[config.mk]
export PLATFORM = sky130hd
export DESIGN_NAME = calorie_stream_ctrl
export DESIGN_NICKNAME = d
export VERILOG_FILES = /design/src/rtl/calorie_stream_ctrl.sv
export SDC_FILE = /design/constraint.sdc
export NUM_CORES = 1
export LEC_CHECK = 0
export ABC_AREA = 1
export BUFFER_PORTS_ARGS = -buffer_cell sky130_fd_sc_hd__buf_4
export CORE_AREA = 2 2 301 303
export CTS_CLUSTER_SIZE = 40
export DETAILED_ROUTE_END_ITERATION = 10
export DIE_AREA = 0 0 303 305
export MAX_ROUTING_LAYER = met4
export SETUP_SLACK_MARGIN = 0.4
export SLEW_MARGIN = 40
export SYNTH_ARGS = -nofsm -noshare
export SYNTH_HDL_FRONTEND = slang
export SYNTH_SLANG_ARGS = --single-unit
[constraint.sdc]
create_clock -name clk -period 3.8 [get_ports clk]
set_input_delay 0.57 -clock clk [delete_from_list [all_inputs] [get_ports clk]]
set_output_delay 0.57 -clock clk [all_outputs]
set_load 0.03 [all_outputs]
[src/rtl/calorie_stream_ctrl.sv]
// Streaming group-sum controller: accumulates records into per-group sums,
// keeps a sorted top-3 set and reports the largest sum and the top-3 total.
//
// state  | meaning
// -------+------------------------------------------------------------
// IDLE   | after reset; waits for start, no records accepted
// ACCUM  | accepting records, summing the current group
// INSERT | one cycle: rank the finished group sum into top1..top3
// FINAL  | one cycle: latch out_max and saturated top-3 total
// DONE   | results held; start begins a new run
module calorie_stream_ctrl #(
    parameter int W  = 32,
    parameter int OW = 64
) (
    input  logic          clk,
    input  logic          rst_n,
    input  logic          start,
    input  logic          in_valid,
    output logic          in_ready,
    input  logic [W-1:0]  in_data,
    input  logic          in_sep,
    input  logic          in_eof,
    output logic          busy,
    output logic          done,
    output logic [OW-1:0] out_max,
    output logic [OW-1:0] out_top3,
    output logic          overflow
);

    typedef enum logic [2:0] {
        S_IDLE,
        S_ACCUM,
        S_INSERT,
        S_FINAL,
        S_DONE
    } state_t;

    state_t        state_q, state_d;
    logic [OW-1:0] sum_q, sum_d;
    logic [OW-1:0] top1_q, top1_d;
    logic [OW-1:0] top2_q, top2_d;
    logic [OW-1:0] top3_q, top3_d;
    logic [OW-1:0] out_max_q, out_max_d;
    logic [OW-1:0] out_top3_q, out_top3_d;
    logic          overflow_q, overflow_d;
    logic          eof_pend_q, eof_pend_d;
    logic          in_ready_q, in_ready_d;
    logic          busy_q, busy_d;
    logic          done_q, done_d;

    logic          xfer;
    logic          sum_nz;
    logic [OW:0]   sum_ext;
    logic [OW+1:0] top_total;
    logic          top_sat;

    assign xfer      = in_valid && in_ready_q;
    assign sum_nz    = (sum_q != '0);
    assign sum_ext   = {1'b0, sum_q} + {1'b0, OW'(in_data)};
    assign top_total = {2'b00, top1_q} + {2'b00, top2_q} + {2'b00, top3_q};
    assign top_sat   = (top_total[OW+1:OW] != 2'b00);

    always_comb begin
        state_d    = state_q;
        sum_d      = sum_q;
        top1_d     = top1_q;
        top2_d     = top2_q;
        top3_d     = top3_q;
        out_max_d  = out_max_q;
        out_top3_d = out_top3_q;
        overflow_d = overflow_q;
        eof_pend_d = eof_pend_q;

        case (state_q)
            S_IDLE, S_DONE: begin
                if (start) begin
                    state_d    = S_ACCUM;
                    sum_d      = '0;
                    top1_d     = '0;
                    top2_d     = '0;
                    top3_d     = '0;
                    out_max_d  = '0;
                    out_top3_d = '0;
                    overflow_d = 1'b0;
                    eof_pend_d = 1'b0;
                end
            end
            S_ACCUM: begin
                if (xfer) begin
                    // eof wins over sep when both are flagged
                    if (in_eof) begin
                        eof_pend_d = 1'b1;
                        state_d    = sum_nz ? S_INSERT : S_FINAL;
                    end else if (in_sep) begin
                        if (sum_nz) begin
                            state_d = S_INSERT;
                        end
                    end else if (sum_ext[OW]) begin
                        sum_d      = '1;
                        overflow_d = 1'b1;
                    end else begin
                        sum_d = sum_ext[OW-1:0];
                    end
                end
            end
            S_INSERT: begin
                // strict compares: an equal sum lands below its twin
                if (sum_q > top1_q) begin
                    top3_d = top2_q;
                    top2_d = top1_q;
                    top1_d = sum_q;
                end else if (sum_q > top2_q) begin
                    top3_d = top2_q;
                    top2_d = sum_q;
                end else if (sum_q > top3_q) begin
                    top3_d = sum_q;
                end
                sum_d   = '0;
                state_d = eof_pend_q ? S_FINAL : S_ACCUM;
            end
            S_FINAL: begin
                out_max_d = top1_q;
                if (top_sat) begin
                    out_top3_d = '1;
                    overflow_d = 1'b1;
                end else begin
                    out_top3_d = top_total[OW-1:0];
                end
                state_d = S_DONE;
            end
            default: begin
                state_d = S_IDLE;
            end
        endcase

        in_ready_d = (state_d == S_ACCUM);
        busy_d     = (state_d == S_ACCUM) || (state_d == S_INSERT) || (state_d == S_FINAL);
        // done trails entry into DONE by one cycle and drops on restart
        done_d     = (state_q == S_DONE) && !start;
    end

    always_ff @(posedge clk) begin
        if (!rst_n) begin
            state_q    <= S_IDLE;
            sum_q      <= '0;
            top1_q     <= '0;
            top2_q     <= '0;
            top3_q     <= '0;
            out_max_q  <= '0;
            out_top3_q <= '0;
            overflow_q <= 1'b0;
            eof_pend_q <= 1'b0;
            in_ready_q <= 1'b0;
            busy_q     <= 1'b0;
            done_q     <= 1'b0;
        end else begin
            state_q    <= state_d;
            sum_q      <= sum_d;
            top1_q     <= top1_d;
            top2_q     <= top2_d;
            top3_q     <= top3_d;
            out_max_q  <= out_max_d;
            out_top3_q <= out_top3_d;
            overflow_q <= overflow_d;
            eof_pend_q <= eof_pend_d;
            in_ready_q <= in_ready_d;
            busy_q     <= busy_d;
            done_q     <= done_d;
        end
    end

    assign in_ready = in_ready_q;
    assign busy     = busy_q;
    assign done     = done_q;
    assign out_max  = out_max_q;
    assign out_top3 = out_top3_q;
    assign overflow = overflow_q;

endmodule
# Yosys cells after proc, flatten, opt, wreduce, memory -nomap -nowiden
# Index checks and enable logic that the tools add are counted.
totals:
  ff_bits: 392
  wordCells: 92
  out_inout_bits: 132
  in_bits: 38
op_classes:
  n_eq_ne: 17
  n_addsub: 3
  n_mux: 36
  n_lt_le_gt_ge: 3
  n_reduce_logical: 21
ops:
  columns: ["operator", "count"]
  rows:
  - ["$mux 64", 12]
  - ["$pmux 64 s2", 5]
  - ["$gt 64x64->1", 3]
  - ["$pmux 64 s3", 1]
  - ["$add 65x64->66", 1]
  - ["$add 64x32->65", 1]
  - ["$add 64x64->65", 1]
  - ["$reduce_bool 64->1", 1]
  - ["$ne 2x2->1 const B", 8]
  - ["$mux 3", 5]
  - ["$eq 3x2->1 const B", 4]
  - ["$pmux 3 s4", 1]
  - ["$mux 1", 9]
  - ["$reduce_and 3->1", 3]
  - ["$reduce_bool 2->1", 4]
  - ["$reduce_and 7->1", 1]
  - ["$eq 3x1->1 const B", 2]
  - ["$reduce_bool 3->1", 2]
  - ["$reduce_and 5->1", 1]
  - ["$ne 4x4->1 const B", 1]
  - ["$reduce_and 4->1", 1]
  - ["$eq 3x3->1 const B", 1]
  - ["$logic_not 3->1", 1]
  - ["$ne 3x3->1 const B", 1]
  - ["8 further kinds", 10]

# Logic depth before layout (Yosys ltp)
depth:
  depth_word: 9
  mapped_depth: 24

# Least setup slack after synthesis
# No wires, ideal clock.
synth_timing:
  path_kind: "reg-to-reg"
  from: "register top1_q[0]"
  to: "register out_top3_q[39] (netlist: out_top3[39])"
  period_less_slack_ns: 2.924
  arrival_time_ns: 2.853
  slack_ns: 0.876
  n_path_buf: 2
  required_time_ns: 3.730
  setup_time_ns: 0.070
  path_stages_with_launch: 20
  path_cell_list: "dfxtp_1 -> inv_1 -> fa_1 -> inv_1 -> ha_1 -> inv_1 -> fa_1 -> o21ai_2 -> nand2_1 -> nand2_1 -> nand3_1 -> nand2_1 -> nand3_1 -> nand3_1 -> a21oi_1 -> buf_4 -> buf_2 -> nand3_1 -> nand2_1 -> a21oi_1"
synth_between:
  elab_chain_len: 5
synth_rtl:
  columns: ["element", "line_no", "rtl"]
  rows:
  - ["start: declaration", "40", "logic [OW-1:0] top1_q, top1_d;"]
  - ["start signal: assignment", "159", "top1_q <= top1_d;"]
  - ["$add 64x64->65 *", "60", "assign top_total = {2'b00, top1_q} + {2'b00, top2_q} + {2'b00, top3_q};"]
  - ["$add 65x64->66 *", "60", null]
  - ["$reduce_bool 2->1", "61", "assign top_sat = (top_total[OW+1:OW] != 2'b00);"]
  - ["$mux 64 *", "123", "if (top_sat) begin"]
  - ["$pmux 64 s2 *", "74", "case (state_q)"]
  - ["end signal: assignment", "163", "out_top3_q <= out_top3_d;"]
  - ["end: declaration", "44", "logic [OW-1:0] out_top3_q, out_top3_d;"]
# Every way passes the cells marked *; elsewhere a longest branch is shown, timed or not.
# A chain may end at the register's enable or synchronous reset.

# Worst setup path after layout
layout_timing:
  from: "register top1_q[4]"
  to: "register out_top3_q[44] (netlist: out_top3[44])"
# The elaborated chain is that of the path after synthesis.

==> results.cfg <==
[run_status]
status = finished with violations
violations = design-rule violations

[timing]
fin_skew_ns = 0.02978
clock.fmax_ghz = 0.3042
setup_viol = 0
hold_violations = 0
rsz0062_at_grt = yes
period_minus_slack_ns = 3.287
slew-limit-headroom = 0.4914
fin_tns_setup_ns = 0
post-route-period-util = 0.8651
timing.final.ws_setup_ns = 0.5127
final.hold.worst_slack_ns = 0.2490
maxSlewViolCount = 0
worst_pin_slew_ns = 0.7629

[critical_path]
crit_chain = fa_1, ha_1, a21oi_1, o21ai_4, nand2_1, nand2_2, nand3_1, nand2_2, nand3_1, nand3_2, a21oi_4, clkbuf_16, nand3_1, nand2_1, a21oi_1
critical_path_class = register to register
critPathTopFamily = adder cells
critical_path_required_ns = 4.27
crit_top_cell = nand3_1
cpPeakStageDelay_ns = 0.49
crit_fanout = 16
arrival_ns = 3.76
critPathBufInv = 1
cp-start-kind = register
critPathCaptureType = register
slowest_stage = fa_1

[grt]
grt_use_met3 = 0.03293
met1_usage = 0.3761
grt_use_total = 0.2609
grt_max_degree = 115
grt_first_pass_wirelength_mm = 181.8
gr-total-overflow = 0
antenna_found_initial = 1
grt_pass1_vias = 30255
grt-busiest-layer = met2
met2_usage = 0.3774

[layout]
fin_area_sq_um = 36150
area_growth_pct = 16.66
fin_nets = 5434
drive_gt1_frac = 0.1006

[clock_network]
clockBufferDepth = 3
h-tree-depth = 2
path_clk_slew_ns = 0.07
cts_buffers = 46
clock_tree.root_cell = clkbuf_16
clock_sinks = 392
cts_tree = yes
clk_latency_ns = 0.61

[placement]
place_hpwl_mm = 91.76
port_buffers = 169
gp_congestion = 1.025
dp_slack_ns = 0.3377
placed_area_sq_um = 34010

[die]
ios = 170
die_h_microns = 305
die_w_microns = 303
fp-row-count = 110
core_sq_um = 89320
dieArea_sq_um = 92420
initial_core_util = 0.3469

[synthesis]
ys_warn_count = 0
yosys.area.top_type = dfxtp_1
netlist_area_sq_um = 30980
yosysMostFrequentCell = nand2_1
ys.flop_type = dfxtp_1
synth_enable_flop_cells = 0
syn_area_per_cell_sq_um = 6.344
synth-seq-cells = 392
ys_seq_area_frac = 0.2533
synthCells = 4884
ys_types = 46
synth_common_cells = 1454 x nand2_1, 576 x inv_1, 550 x nor2_1
synthArstFlopShare = 0
synthesis.nets = 5275
synth_area_leaders = dfxtp_1 25%, nand2_1 18%, ha_1 12%
yosysTopAreaCellShare = 0.2533

[power_and_ir_drop]
p_int_uw = 10670
p_comb_frac = 0.481
sequentialPowerShare = 0.270
power.share.clock = 0.249
pwr_density_cell_nw_per_um2 = 536.7
power.switching_uw = 8727
max-vdd-ir-drop_mv = 0.5177
leakage_uw = 0.01633
swShare = 0.4498

[drt]
num_vias = 32813
drc = 13
first_pass_iters = 8
via_per_inst = 5.246
finalWirelength_mm = 121.5
final_antenna_net_count = 0
first_iter_violations = 2944
wl_per_cell_microns = 19.42

[flow_run]
drv_cap = 0

[hold_path]
min_path_type = primary input to register
==> state kept, by name (all words and copies together), names as in the netlist <==
| name | cells |
|---|---|
| sum_q | 64 |
| in_ready | 1 |
| overflow | 1 |
| out_max | 64 |
| out_top3 | 64 |
| busy | 1 |
| done | 1 |
| state_q | 3 |
| top2_q | 64 |
| eof_pend_q | 1 |
| top1_q | 64 |
| top3_q | 64 |
==> area by class of cell <==
| type | count | area, sq um |
|---|---|---|
| tap | 1176 | 1471 |
| inverter | 583 | 2198 |
| sequential | 392 | 7893 |
| timing repair buffer | 305 | 2618 |
| multi-input combinational | 3715 | 20360 |
| clock buffer | 62 | 1303 |
| clock inverter | 21 | 299.0 |
| antenna | 1 | 2.502 |
| fill | 9555 | 53180 |
==> layout by cell type, fill, tap and decap left out, types with 8 or more instances in the layout <==
master / count
a21oi_1: 438
a31oi_1: 8
nor3_1: 40
ha_2: 10
nand4_1: 41
nand3b_1: 23
nand2_2: 14
clkbuf_1: 8
inv_1: 575
nand3_1: 368
nor4_1: 25
nor2_1: 545
buf_12: 17
ha_4: 11
xnor2_1: 35
buf_4: 280
o21a_1: 11
dfxtp_2: 36
fa_1: 63
a21oi_2: 16
nand2_1: 1441
xor2_1: 30
o21ai_0: 178
o21ai_1: 12
a21o_1: 12
clkbuf_16: 52
o21bai_1: 11
a22oi_1: 64
ha_1: 266
clkinv_2: 8
dfxtp_1: 356
==> final timing paths <==
kind	startpoint	to	slack (ns)	cells past startpoint
max	top1_q[4]$_SDFFE_PN0P_	out_top3[44]$_SDFFE_PN0P_	0.51	15
min	start	done$_SDFF_PN0_	0.25	2
max reg2reg	top1_q[4]$_SDFFE_PN0P_	out_top3[44]$_SDFFE_PN0P_	0.51	15
min reg2reg	out_max[14]$_SDFFE_PN0P_	out_max[14]$_SDFFE_PN0P_	0.46	2
==> repair_timing <==
item | 4_1_cts | 5_1_grt
setup endpoints to repair | 64 | 175
cloned | 0 | 6
hold buffers | 0 | 0
buffers inserted | 0 | 2
pin swaps | 1 | 4
gates resized for setup | 1 | 108
==> kinds of logic (layout without fill, tap and decap cells) <==
logic type      Yosys count  count (layout)  share of synthesized area
simple gates           2533            2533                     0.3347
buf+inv                 777             971                     0.1020
compound gates          764             764                     0.1331
flops                   392             392                     0.2533
fa+ha+maj               353             353                     0.1585
xor+xnor                 65              65                    0.01837
other cells               0               1                          0
==> stage by stage <==
stage,total power [uW],utilization,instances
2_1_floorplan,11280,-,4884
5_1_grt,20670,0.4047,6255
3_5_place_dp,14090,0.3807,6162
4_1_cts,19000,0.3987,6245
6_report,19400,0.4047,6255
3_3_place_gp,14080,0.3806,6162
==> layer usage <==
metal	share of wire	wire length, microns
met2	0.42	51140
met5	0	0
met3	0.083	10090
met1	0.46	56370
met4	0.032	3864
==> power groups by stage <==
stage | Sequential [uW] | Combinational, uW | Clock [uW]
floorplan | 5140 | 6140 | 0
global placement | 5280 | 8810 | 0
detailed placement | 5290 | 8800 | 0
CTS | 5200 | 8880 | 4920
global route | 5290 | 10300 | 5060
finish | 5240 | 9330 | 4830
==> worst reg2reg max path: cells and delay by family, from the launching register on <==
kind	cells	cell delay [ns]
fa+ha+maj	2	0.89
compound gates	4	0.85
simple gates	8	0.79
flops	1	0.36
buf+inv	1	0.29
Note: power is estimated with default switching activity, not from simulation.
